`src/rtl/lcd1602_frame_scheduler_if.sv`:
```
// Host-side port of the LCD1602 frame scheduler: character writes, redraw
// request and scheduler status.
interface lcd1602_frame_scheduler_if;
   logic       wr_en;
   logic [4:0] wr_addr;
   logic [7:0] wr_data;
   logic       refresh_req;
   logic       init_done;
   logic       busy;
   logic       frame_done;

   modport master (
      output wr_en, wr_addr, wr_data, refresh_req,
      input  init_done, busy, frame_done
   );

   modport slave (
      input  wr_en, wr_addr, wr_data, refresh_req,
      output init_done, busy, frame_done
   );
endinterface

```
`src/rtl/lcd1602_frame_scheduler.sv`:
```
// LCD1602 bus owner: power-up wait, init command sequence, then 2x16 panel
// refresh from a 32-byte frame buffer, with per-byte EN pulses and waits.
module lcd1602_frame_scheduler #(
   parameter int SETUP_CYC    = 2,
   parameter int EN_CYC       = 10,
   parameter int CMD_WAIT_CYC = 1000,
   parameter int CLR_WAIT_CYC = 40000,
   parameter int PWRUP_CYC    = 400000
) (
   input  logic                     lcd_clk_in,
   input  logic                     lcd_rst_in,
   lcd1602_frame_scheduler_if.slave host,
   output logic [7:0]               LCD_DATA,
   output logic                     LCD_RS,
   output logic                     LCD_RW,
   output logic                     LCD_EN
);

   localparam int MAX_A   = (PWRUP_CYC > CLR_WAIT_CYC) ? PWRUP_CYC : CLR_WAIT_CYC;
   localparam int MAX_B   = (CMD_WAIT_CYC > EN_CYC) ? CMD_WAIT_CYC : EN_CYC;
   localparam int MAX_C   = (MAX_A > MAX_B) ? MAX_A : MAX_B;
   localparam int MAX_CYC = (MAX_C > SETUP_CYC) ? MAX_C : SETUP_CYC;
   localparam int CNT_W   = $clog2(MAX_CYC + 1);

   localparam logic [CNT_W-1:0] SETUP_LAST = CNT_W'(SETUP_CYC - 1);
   localparam logic [CNT_W-1:0] EN_LAST    = CNT_W'(EN_CYC - 1);
   localparam logic [CNT_W-1:0] CMD_LAST   = CNT_W'(CMD_WAIT_CYC - 1);
   localparam logic [CNT_W-1:0] CLR_LAST   = CNT_W'(CLR_WAIT_CYC - 1);
   localparam logic [CNT_W-1:0] PWRUP_LAST = CNT_W'(PWRUP_CYC - 1);

   typedef enum logic [2:0] {
      S_PWRUP, S_INIT, S_IDLE, S_ADDR1, S_CHARS1, S_ADDR2, S_CHARS2
   } state_t;

   typedef enum logic [1:0] {PH_SETUP, PH_EN, PH_WAIT} phase_t;

   state_t           state_q, state_d;
   phase_t           phase_q, phase_d;
   logic [CNT_W-1:0] cnt_q, cnt_d;
   logic [3:0]       idx_q, idx_d;
   logic [7:0]       data_q, data_d;
   logic             rs_q, rs_d;
   logic             en_q, en_d;
   logic             init_done_q, init_done_d;
   logic             busy_q, busy_d;
   logic             frame_done_q, frame_done_d;
   logic             dirty_q, dirty_d;
   logic             byte_done;
   logic             start_byte;
   logic [CNT_W-1:0] wait_last;
   logic [7:0]       buffer [32];

   function automatic logic [7:0] init_cmd(input logic [3:0] i);
      case (i)
         4'd0, 4'd1: init_cmd = 8'h38;
         4'd2:       init_cmd = 8'h0C;
         4'd3:       init_cmd = 8'h06;
         default:    init_cmd = 8'h01;
      endcase
   endfunction

   // Clear Display needs the long settle time; everything else uses the short one.
   assign wait_last = (!rs_q && data_q == 8'h01) ? CLR_LAST : CMD_LAST;

   always_comb begin
      state_d      = state_q;
      phase_d      = phase_q;
      cnt_d        = cnt_q + CNT_W'(1);
      idx_d        = idx_q;
      data_d       = data_q;
      rs_d         = rs_q;
      en_d         = en_q;
      init_done_d  = init_done_q;
      frame_done_d = 1'b0;
      dirty_d      = dirty_q;
      byte_done    = 1'b0;
      start_byte   = 1'b0;

      if (state_q != S_PWRUP && state_q != S_IDLE) begin
         case (phase_q)
            PH_SETUP: if (cnt_q == SETUP_LAST) begin
               phase_d = PH_EN;
               cnt_d   = '0;
               en_d    = 1'b1;
            end
            PH_EN: if (cnt_q == EN_LAST) begin
               phase_d = PH_WAIT;
               cnt_d   = '0;
               en_d    = 1'b0;
            end
            default: if (cnt_q == wait_last) byte_done = 1'b1;
         endcase
      end

      case (state_q)
         S_PWRUP: if (cnt_q == PWRUP_LAST) begin
            state_d    = S_INIT;
            idx_d      = '0;
            start_byte = 1'b1;
         end
         S_INIT: if (byte_done) begin
            if (idx_q == 4'd4) begin
               state_d     = S_IDLE;
               init_done_d = 1'b1;
            end else begin
               idx_d      = idx_q + 4'd1;
               start_byte = 1'b1;
            end
         end
         S_IDLE: begin
            cnt_d = '0;
            if (dirty_q || host.refresh_req) begin
               state_d    = S_ADDR1;
               dirty_d    = 1'b0;
               start_byte = 1'b1;
            end
         end
         S_ADDR1: if (byte_done) begin
            state_d    = S_CHARS1;
            idx_d      = '0;
            start_byte = 1'b1;
         end
         S_CHARS1: if (byte_done) begin
            if (idx_q == 4'd15) state_d = S_ADDR2;
            else                idx_d   = idx_q + 4'd1;
            start_byte = 1'b1;
         end
         S_ADDR2: if (byte_done) begin
            state_d    = S_CHARS2;
            idx_d      = '0;
            start_byte = 1'b1;
         end
         S_CHARS2: if (byte_done) begin
            if (idx_q == 4'd15) begin
               state_d      = S_IDLE;
               frame_done_d = 1'b1;
            end else begin
               idx_d      = idx_q + 4'd1;
               start_byte = 1'b1;
            end
         end
         default: state_d = S_PWRUP;
      endcase

      // Characters are sampled from the buffer only here, at the start of their byte.
      if (start_byte) begin
         phase_d = PH_SETUP;
         cnt_d   = '0;
         case (state_d)
            S_INIT:   begin rs_d = 1'b0; data_d = init_cmd(idx_d);        end
            S_ADDR1:  begin rs_d = 1'b0; data_d = 8'h80;                  end
            S_ADDR2:  begin rs_d = 1'b0; data_d = 8'hC0;                  end
            S_CHARS1: begin rs_d = 1'b1; data_d = buffer[{1'b0, idx_d}];  end
            S_CHARS2: begin rs_d = 1'b1; data_d = buffer[{1'b1, idx_d}];  end
            default:  ;
         endcase
      end

      if (host.wr_en) dirty_d = 1'b1;
      busy_d = (state_d != S_IDLE);
   end

   always_ff @(posedge lcd_clk_in or posedge lcd_rst_in) begin
      if (lcd_rst_in) begin
         state_q      <= S_PWRUP;
         phase_q      <= PH_SETUP;
         cnt_q        <= '0;
         idx_q        <= '0;
         data_q       <= 8'h00;
         rs_q         <= 1'b0;
         en_q         <= 1'b0;
         init_done_q  <= 1'b0;
         busy_q       <= 1'b1;
         frame_done_q <= 1'b0;
         dirty_q      <= 1'b1;
      end else begin
         state_q      <= state_d;
         phase_q      <= phase_d;
         cnt_q        <= cnt_d;
         idx_q        <= idx_d;
         data_q       <= data_d;
         rs_q         <= rs_d;
         en_q         <= en_d;
         init_done_q  <= init_done_d;
         busy_q       <= busy_d;
         frame_done_q <= frame_done_d;
         dirty_q      <= dirty_d;
      end
   end

   // Frame buffer resets to spaces so the first frame blanks the panel.
   always_ff @(posedge lcd_clk_in or posedge lcd_rst_in) begin
      if (lcd_rst_in) begin
         for (int i = 0; i < 32; i++) buffer[i] <= 8'h20;
      end else if (host.wr_en) begin
         buffer[host.wr_addr] <= host.wr_data;
      end
   end

   assign LCD_DATA        = data_q;
   assign LCD_RS          = rs_q;
   assign LCD_RW          = 1'b0;
   assign LCD_EN          = en_q;
   assign host.init_done  = init_done_q;
   assign host.busy       = busy_q;
   assign host.frame_done = frame_done_q;

endmodule

```
`src/flat_wrapper.sv`:
```
// flat-port wrapper written by rule: the top's interface ports become plain ports
module lcd1602_frame_scheduler_flat 
#(
   parameter int SETUP_CYC    = 2,
   parameter int EN_CYC       = 10,
   parameter int CMD_WAIT_CYC = 1000,
   parameter int CLR_WAIT_CYC = 40000,
   parameter int PWRUP_CYC    = 400000
)
  (lcd_clk_in, lcd_rst_in, LCD_DATA, LCD_RS, LCD_RW, LCD_EN, host_wr_en, host_wr_addr, host_wr_data, host_refresh_req, host_init_done, host_busy, host_frame_done);
  lcd1602_frame_scheduler_if host_i ();
  input  logic lcd_clk_in;
  input  logic lcd_rst_in;
  output logic [7:0] LCD_DATA;
  output logic LCD_RS;
  output logic LCD_RW;
  output logic LCD_EN;
  input wire logic [$bits(host_i.wr_en)-1:0] host_wr_en;
  input wire logic [$bits(host_i.wr_addr)-1:0] host_wr_addr;
  input wire logic [$bits(host_i.wr_data)-1:0] host_wr_data;
  input wire logic [$bits(host_i.refresh_req)-1:0] host_refresh_req;
  output wire logic [$bits(host_i.init_done)-1:0] host_init_done;
  output wire logic [$bits(host_i.busy)-1:0] host_busy;
  output wire logic [$bits(host_i.frame_done)-1:0] host_frame_done;
  assign host_i.wr_en = host_wr_en;
  assign host_i.wr_addr = host_wr_addr;
  assign host_i.wr_data = host_wr_data;
  assign host_i.refresh_req = host_refresh_req;
  assign host_init_done = host_i.init_done;
  assign host_busy = host_i.busy;
  assign host_frame_done = host_i.frame_done;
  lcd1602_frame_scheduler #(.SETUP_CYC(SETUP_CYC), .EN_CYC(EN_CYC), .CMD_WAIT_CYC(CMD_WAIT_CYC), .CLR_WAIT_CYC(CLR_WAIT_CYC), .PWRUP_CYC(PWRUP_CYC)) u_core (.lcd_clk_in(lcd_clk_in), .lcd_rst_in(lcd_rst_in), .host(host_i), .LCD_DATA(LCD_DATA), .LCD_RS(LCD_RS), .LCD_RW(LCD_RW), .LCD_EN(LCD_EN));
endmodule
```
`config.mk`:
```
export PLATFORM = sky130hd
export DESIGN_NAME = lcd1602_frame_scheduler_flat
export DESIGN_NICKNAME = d
export VERILOG_FILES = /design/src/rtl/lcd1602_frame_scheduler_if.sv /design/src/rtl/lcd1602_frame_scheduler.sv /design/src/flat_wrapper.sv
export SDC_FILE = /design/constraint.sdc
export NUM_CORES = 1
export LEC_CHECK = 0
export ABC_AREA = 1
export BUFFER_PORTS_ARGS = -buffer_cell sky130_fd_sc_hd__buf_4
export CAP_MARGIN = 25
export CORE_ASPECT_RATIO = 1.5
export CORE_MARGIN = 2
export CORE_UTILIZATION = 40
export DETAILED_ROUTE_END_ITERATION = 16
export SYNTH_ARGS = -nofsm -noshare
export SYNTH_HDL_FRONTEND = slang
export SYNTH_SLANG_ARGS = --single-unit
```
`constraint.sdc`:
```
create_clock -name lcd_clk_in -period 28.4 [get_ports lcd_clk_in]
set_input_delay 4.26 -clock lcd_clk_in [delete_from_list [all_inputs] [get_ports lcd_clk_in]]
set_output_delay 4.26 -clock lcd_clk_in [all_outputs]
set_load 0.01 [all_outputs]
```
Yosys cells after proc, flatten, opt, wreduce, memory -nomap -nowiden:

Cells that the tools add are included.

* logic and storage cells: 171
* register bits after elaboration: 298
* output and inout bits: 14

* $lt $le $gt $ge: 4
* bitwise operators: 3
* muxes and demuxes: 62
* add/subtract/negate cells: 2
* equal/unequal tests: 28
* reduce and logical (&&, ||, !) cells: 29

Operator list (number)
* 256-bit bitwise mux: 1
* 19-bit two-way mux: 5
* 8-bit binary-select mux with 5-bit select: 2
* 8-bit demux with 5-bit select: 1
* 8-bit two-way mux: 5
* 8-bit case mux with 5 select lines: 1
* 19-bit case mux with 2 select lines: 1
* 3-bit two-way mux: 10
* 4-bit two-way mux: 6
* 3-bit case mux with 7 select lines: 1
* 19-bit by 1-bit adder with 19-bit output, second input constant: 1
* 19-bit by 1-bit == test with 1-bit output, second input constant: 1
* 19-bit == test: 1
* 19-bit == test, second input constant: 1
* 19-bit by 4-bit == test with 1-bit output, second input constant: 1
* 3-bit == test, second input constant: 6
* 6-bit >= comparator, second input constant: 3
* 1-bit two-way mux: 18
* 6-bit case mux with 3 select lines: 1
* 16-bit two-way mux: 1
* 4-bit case mux with 4 select lines: 1
* 5-bit inverter with 6-bit output: 2
* 2-bit nonzero test: 5
* 2-bit OR reduction: 5
* 30 further kinds: 48

Longest topological paths before layout:

Gate-level depths: netlist of the first run.

* depth in word-level cells: 14
* gate-level depth with buffers: 24
* gate-level depth less buffers: 22

Worst setup path after synthesis of the first run:

No wires, ideal clock.

* path kind: input to register
* start: input port host_refresh_req
* end: register u_core.data_q[5] (netlist: u_core.LCD_DATA[5])
* slack: 22.811 ns
* arrival time: 5.524 ns
* library setup time: 0.065 ns
* cell stages on the path: 11
* path through: o21ai_0 > o31a_1 > o21ai_0 > nor2_1 > nand3_1 > nor2_2 > a21boi_1 > nand3_1 > nand2_1 > nand2_1 > nand2_1

* longest elaborated chain between the ends: 6
* elaborated cells on any way between the ends: 13
* classes of those cells: 5 x eq/ne; 5 x mux; 3 x reduce/logical

Ends and longest elaborated chain
* start: declaration: RTL line flat_wrapper.sv:21 `input wire logic [$bits(host_i.refresh_req)-1:0] host_refresh_req;`
* 1-bit logical OR (*): RTL line lcd1602_frame_scheduler.sv:112 `if (dirty_q || host.refresh_req) begin`
* 3-bit two-way mux: RTL line lcd1602_frame_scheduler.sv:112
* 3-bit case mux with 7 select lines: RTL line lcd1602_frame_scheduler.sv:95 `case (state_q)`
* 3-bit by 2-bit == test with 1-bit output, or another cell as far along: RTL line lcd1602_frame_scheduler.sv:149 `case (state_d)`
* 5-bit nonzero test (no line)
* 2-bit AND reduction (no line)
* end signal: assignment: RTL line lcd1602_frame_scheduler.sv:181 `data_q <= data_d;`
* end: declaration: RTL line lcd1602_frame_scheduler.sv:41 `logic [7:0] data_q, data_d;`

Mark *: on every way between the ends. The rest lies on a longest branch, timed or not.
A chain may end at the register's enable or synchronous reset.

==> results by group, run 1 <==
Global routing
  • Vias in the first global route: 12310
  • Gr ovfl total: 0
  • Largest net degree at the start of global routing: 118
  • Initial antenna violation count: 0
  • First-pass GRT wire length: 66960 um
  • Global Route Usage Sum: 0.2140

Finish
  • Most common cell after layout, fill and taps aside: nand2_1
  • Layout net count: 2005
  • Layout cells sized above 1: 0.09363
  • Commonest cells after routing, fill and taps aside: 770 x nand2_1, 278 x o21ai_0, 264 x dfrtp_1
  • Area grow syn2layout: 10.09%
  • Inserted Diodes: 0
  • Fill cells: 3809

Synthesis
  • Async SR Flop Fraction: 1.000
  • Share of the synthesized area in compound gates (AO/OA/AOI/OAI): 0.1192
  • Syn Area/Cell: 7.488 um2
  • Synthesized instance count: 2013
  • Combinational family with the most area after synthesis: simple AND/OR/NAND/NOR gates
  • Yosys warning count: 0
  • Post-synth EDFFs: 0
  • Synthesized flop and latch total: 298
  • Post-Syn Nets: 2034
  • Adder-cell share of the synthesized area: 0.003320
  • Register area share after synthesis: 0.4976
  • Synth Area in XOR/XNOR: 0.005811
  • Synth Cell Area: 15070 um2
  • Top_reg_cell synth: dfrtp_1
  • Multiplexer area fraction after synthesis: 0
  • Post-synth cell types: 45
  • Post-Synth Simple-Gate Area: 0.2910

Route
  • Met2 routed WL: 21160 um
  • Vias: 12720
  • ANT nets after route: 0
  • DRC: 0
  • Avg WL per Cell: 16.66 um
  • Final wirelength: 41610 um
  • WL met3: 1577 um
  • M1 wire length: 17470 um
  • DR top layer: met4
  • Starting DRT DRC Count: 986
  • Vias per cell: 5.095
  • First-pass DRT Iterations: 5

Clock tree
  • Worst skew pair latency: 0.57 ns
  • H-tree depth: 1
  • CTS root buf: clkbuf_16
  • Num CTS Buffers: 30
  • CTS Hold Bufs: 0
  • Clk buf depth: 3
  • Clock-pin slew on the worst setup and hold paths: 0.06 ns
  • Post-CTS setup buffers: 0
  • CTS tree: yes
  • Cts repair resizes: 0
  • Clk sinks: 298

STA
  • Max-slew violations: 0
  • Worst slew pin tran: 0.9195 ns
  • RSZ-0062 raised after global routing: false
  • Final setup viols: 0
  • Post-layout minimum cycle time: 5.841 ns
  • Fin Clk Skew: 0.01294 ns
  • Final period util: 0.2057
  • FMAX: 171.2 MHz
  • Rel. slew slack: 0.3848
  • Fin worst setup slack: 22.56 ns
  • Final-report hold violation count: 0
  • Fin Setup TNS: 0 ns

Worst setup path
  • Most used cell, CP: buf_4
  • Crit path DAT: 6.46 ns
  • Setup CP Type: in -> async
  • CP required: 29.02 ns
  • Worst-path cell chain: buf_4 -> inv_8 -> buf_4 -> buf_4
  • CP Capture Type: asynchronous set/reset pin
  • Crit start category: input pin
  • Crit Path Max Fanout: 113
  • Buffers & Inverters on Critical Path: 4
  • CP max-delay cell: buf_4
  • Worst path top cell family by delay: buffers and inverters
  • Max incr delay on CP: 0.68 ns

Min path
  • Hold Crit Class: reg -> reg

Floorplanning
  • Placeable Area: 37340 um2
  • Die area: 39280 um2
  • Die W: 162.5 um
  • I/O Pins: 31
  • Die Y: 241.8 um
  • Initial Util: 0.4037
  • Rows: 87

Placement
  • Post-DP HPWL: 26080 um
  • Final Wtd Congestion: 0.8702
  • Port Buffer Count: 29
  • Pre-CTS WS: 21.59 ns

Flow run
  • Max-Cap Viols: 0

Power and ir drop
  • Leakage power: 7.958 nW
  • PD cells: 65.50 nW/um2
  • Maximum vdd drop: 36.78 uV

Run status
  • Status: finished clean
[registers in the layout, summed over array words and instances (netlist names)]
| name | count |
|---|---|
| u_core.phase_q | 2 |
| u_core.state_q | 3 |
| u_core.host.busy | 1 |
| u_core.LCD_RS | 1 |
| u_core.cnt_q | 19 |
| u_core.dirty_q | 1 |
| u_core.LCD_EN | 1 |
| u_core.host.init_done | 1 |
| u_core.idx_q | 4 |
| u_core.LCD_DATA | 8 |
| u_core.host.frame_done | 1 |
| u_core.buffer | 256 |
[routing by layer]
layer  up-vias  GRT usage
met5         -          0
met4         0    0.07470
met3        65    0.02093
met2       281     0.3850
met1      6079     0.2658
li1       6297          -
[per-stage QoR]
step                hold slack [ns]  utilization  cell area [um2]  cells  total power (W)
global route                 0.4955       0.4445            16590   2497         0.001146
CTS                          0.4807       0.4434            16560   2495         0.001096
finish                       0.4782       0.4445            16590   2497         0.001087
floorplan                    0.4444            -            15070   2013        0.0006384
global placement             0.4571       0.4156            15520   2439        0.0006756
detailed placement           0.4645       0.4156            15520   2439        0.0006814
[area by class of cell]
class	instances	area, um2	share of cell area
Clock buffer	38	862.1	0.05195
Clock inverter	18	176.4	0.01063
Inverter	179	679.4	0.04094
Multi-Input combinational cell	1423	6351	0.3827
Sequential cell	298	7500	0.4519
Tap cell	489	611.8	0.03687
Timing Repair Buffer	52	414.1	0.02496
[cells in the mapped netlist (all sizes together) (4+ instances only)]
cell type / count / area (um2)
nor3: 20 / 105.1
buf: 47 / 327.8
inv: 178 / 668.1
clkbuf: 66 / 249.0
o21ai: 317 / 1590
o211ai: 10 / 75.07
a21oi: 13 / 65.06
nand3b: 27 / 202.7
nor2: 97 / 396.6
dfstp: 34 / 893.4
xor2: 8 / 70.07
ha: 4 / 50.05
or2: 12 / 75.08
dfrtp: 264 / 6606
nand4: 7 / 43.79
nand2: 780 / 2963
nand3: 110 / 560.5
[cell families (layout without fill, tap and decap cells)]
logic type                 count (synthesis)  count (layout)
and+or+nand+nor                         1059            1059
buffers and inverters                    292             287
AOI/OAI and AO/OA                        349             349
xor gates and xnor gates                  10              10
adders and majority gates                  4               4
DFF                                      298             298
other                                      1               1
[path summary, 6_finish.rpt]
path | cells after the start | slack (ns) | end | start
worst max-delay path | 4 | 22.56 | u_core.buffer[178] | lcd_rst_in
worst min-delay path | 2 | 0.48 | u_core.buffer[188] | u_core.buffer[188]
worst max register to register | 21 | 23.07 | u_core.LCD_DATA[1] | u_core.cnt_q[8]
worst min register to register | 2 | 0.48 | u_core.buffer[188] | u_core.buffer[188]
max in group lcd_clk_in | 11 | 22.90 | u_core.LCD_DATA[7] | host_refresh_req
min in group asynchronous | 2 | 3.78 | u_core.buffer[115] | lcd_rst_in
[worst min-delay path, delay by kind of cell, from the launching register on]
| family | cells | cell delay (ns) |
|---|---|---|
| AND/OR/NAND/NOR | 1 | 0.05 |
| flip-flops | 1 | 0.33 |
| AO/OA/AOI/OAI | 1 | 0.06 |
[power breakdown]
part	internal, W	leakage, nW	switching [W]	total, W
Clock	0.000242	0.517	0.000171	0.000413
Sequential	0.000499	3.77	0.0000348	0.000534
Combinational	0.0000556	3.67	0.0000846	0.000140
Note: power is estimated with default switching activity, not from simulation.
==> inputs of run 2 (changes only) <==
==> constraint.sdc (replaced) <==
create_clock -name lcd_clk_in -period 5.4 [get_ports lcd_clk_in]
set_input_delay 0.81 -clock lcd_clk_in [delete_from_list [all_inputs] [get_ports lcd_clk_in]]
set_output_delay 0.81 -clock lcd_clk_in [all_outputs]
set_load 0.01 [all_outputs]
==> run 2 against run 1 <==
Effect of this change:
- worst hold slack worse by 0.067 ns
- clock skew is 0.0061 ns higher
- largest power group unchanged
- clock-buffer cell count is 4 higher
- non-clock buffer count is 2 higher
- utilization hardly changed
- global-route usage is 0.92 points higher
- design area hardly changed
- flip-flop and latch count stayed put
- via count is 0.69% higher
- die area stayed put
- setup slack worse by 21 ns
==> results by group, run 2 (synthesized netlist as in run 1, its figures left out) <==
STA
  • Max-slew violations: 0 (unchanged)
  • Post-layout minimum cycle time: 3.872 ns
  • Final-report hold violation count: 0 (unchanged)
  • FMAX: 258.3 MHz
  • Rel. slew slack: 0.3312 (-0.05358)
  • RSZ-0062 raised after global routing: false
  • Worst slew pin tran: 0.9994 ns (+0.07993 ns)
  • Fin Clk Skew: 0.01901 ns (+0.006074 ns)
  • Final setup viols: 0 (unchanged)
  • Final period util: 0.7170
  • Fin Setup TNS: 0 ns (unchanged)
  • Worst hold margin: 0.4111 ns (-0.06711 ns)

Finish
  • Fin cells: 2497 (unchanged)
  • Commonest cells after routing, fill and taps aside: 770 x nand2_1, 278 x o21ai_0, 264 x dfrtp_1
  • Inserted Diodes: 0 (unchanged)
  • Max reg flops: 256 (unchanged)
  • Layout cells sized above 1: 0.08964 (-0.003984)
  • Area grow syn2layout: 10.13% (about the same)
  • Biggest register: u_core.buffer
  • Most common cell after layout, fill and taps aside: nand2_1
  • Layout net count: 2006 (+0.050%)
  • Post-route cell area: 16600 um2 (about the same)

Floorplanning
  • Placeable Area: 37340 um2 (unchanged)
  • Die area: 39280 um2 (unchanged)
  • I/O Pins: 31 (unchanged)
  • Die Y: 241.8 um (unchanged)
  • Initial Util: 0.4037 (unchanged)
  • Rows: 87 (unchanged)
  • Die W: 162.5 um (unchanged)

Placement
  • Post-DP HPWL: 28020 um (+7.4%)
  • Post-Place Cells: 2442 (+0.12%)
  • Cell area after placement: 15650 um2 (+0.88%)
  • Port Buffer Count: 29 (unchanged)
  • Final Wtd Congestion: 0.9003 (+3.5%)

Clock tree
  • CTS Hold Bufs: 0 (unchanged)
  • Post-CTS setup buffers: 0 (unchanged)
  • Clk buf depth: 3 (unchanged)
  • CTS root buf: clkbuf_16
  • Cts repair resizes: 0 (unchanged)
  • Clock-pin slew on the worst setup and hold paths: 0.07 ns (about the same)
  • H-tree depth: 1 (unchanged)
  • Clk sinks: 298 (unchanged)
  • CTS tree: yes
  • Worst skew pair latency: 0.58 ns (about the same)
  • Num CTS Buffers: 29 (-3.3%)

Worst setup path
  • Setup CP Type: reg -> reg
  • Crit start category: flop
  • CP required: 5.93 ns (-23.09 ns)
  • Crit Path Max Fanout: 37 (-67%)
  • Crit path DAT: 4.40 ns (-2.06 ns)
  • CP Capture Type: flop
  • Worst R2R Start: u_core.cnt_q[13]
  • Crit path from: u_core.cnt_q[13]

Run status
  • Status: finished clean

Power and ir drop
  • Maximum vdd drop: 194.5 uV (+430%)
  • Total power: 0.005597 W (+410%)
  • Leakage power: 7.940 nW (-0.23%)
  • PD cells: 337.2 nW/um2 (+410%)

Route
  • Vias: 12810 (+0.69%)
  • Final wirelength: 43020 um (+3.4%)
  • Starting DRT DRC Count: 1132 (+15%)
  • Avg WL per Cell: 17.23 um (+3.4%)
  • ANT nets after route: 0 (unchanged)
  • Vias per cell: 5.130 (+0.69%)
  • DRC: 0 (unchanged)
  • First-pass DRT Iterations: 6 (+1)

Global routing
  • Initial antenna violation count: 0 (unchanged)
  • Vias in the first global route: 12460 (+1.3%)
  • First-pass GRT wire length: 69590 um (+3.9%)
  • Gr ovfl total: 0 (unchanged)
  • Global Route Usage Sum: 0.2233 (+0.009205)
  • Largest net degree at the start of global routing: 180 (+53%)

Min path
  • Hold Crit Class: in -> async

Flow run
  • Max-Cap Viols: 0 (unchanged)
-- run 2: cell count changes in the layout (fill, tap and decap cells not counted), sizes merged --
cell and delta:
clkinvlp -1, buf +2, clkinv -3, bufinv -1, clkbuf +4, inv -1
-- run 2: cell type report --
class	count	area (um2)
Tap cell	489	611.8
Clock inverter	12	116.4
Fill cell	3826	20740
Sequential cell	298	7500
Timing Repair Buffer	54	530.5
Inverter	179	675.6
Clock buffer	42	814.5
Multi-Input combinational cell	1423	6351
-- run 2: stage by stage --
step	utilization	setup slack, ns
2_1_floorplan	-	0.6587
3_3_place_gp	0.4161	1.606
3_5_place_dp	0.4193	1.547
4_1_cts	0.4442	1.536
5_1_grt	0.4446	1.181
6_report	0.4446	1.528
-- run 2: metal layers --
metal	up-vias	track usage	wire, um
met4	0	0.07600	1321
met1	6099	0.2847	17990
met2	315	0.3895	21640
met5	-	0	0
met3	86	0.02796	2072
li1	6310	-	-
-- run 2: power breakdown --
| part | total [W] | internal, W | switching (W) |
|---|---|---|---|
| logic | 0.000742 | 0.000298 | 0.000445 |
| registers | 0.00281 | 0.00263 | 0.000185 |
| clock network | 0.00204 | 0.00114 | 0.000900 |
-- run 2: critical path, cell delays in order, from the launching register on --
cell and delay, ns:
dfrtp_1 0.42, nor2_1 0.26, nand3_1 0.17, nor3_2 0.14, nand3_1 0.38, nand2_2 0.17, nand2_2 0.07, nand2_4 0.36
nand2_8 0.08, inv_2 0.64, buf_4 0.32, nand2_1 0.06, nand3_1 0.08, nand2_1 0.06, nand2_1 0.06, nand2_1 0.06
nand2_1 0.07, nand3_1 0.16, nand3_1 0.12, nand2_1 0.05, inv_1 0.04
-- run 2: worst paths after layout --
| kind | endpoint | slack, ns | depth (start not counted) |
|---|---|---|---|
| max | u_core.LCD_DATA[1] | 1.53 | 20 |
| min | u_core.buffer[99] | 0.41 | 2 |
| max reg2reg | u_core.LCD_DATA[1] | 1.53 | 20 |
| min reg2reg | u_core.host.init_done | 0.47 | 2 |
| max in group asynchronous | u_core.cnt_q[2] | 3.67 | 3 |
| min in group lcd_clk_in | u_core.buffer[66] | 0.45 | 3 |
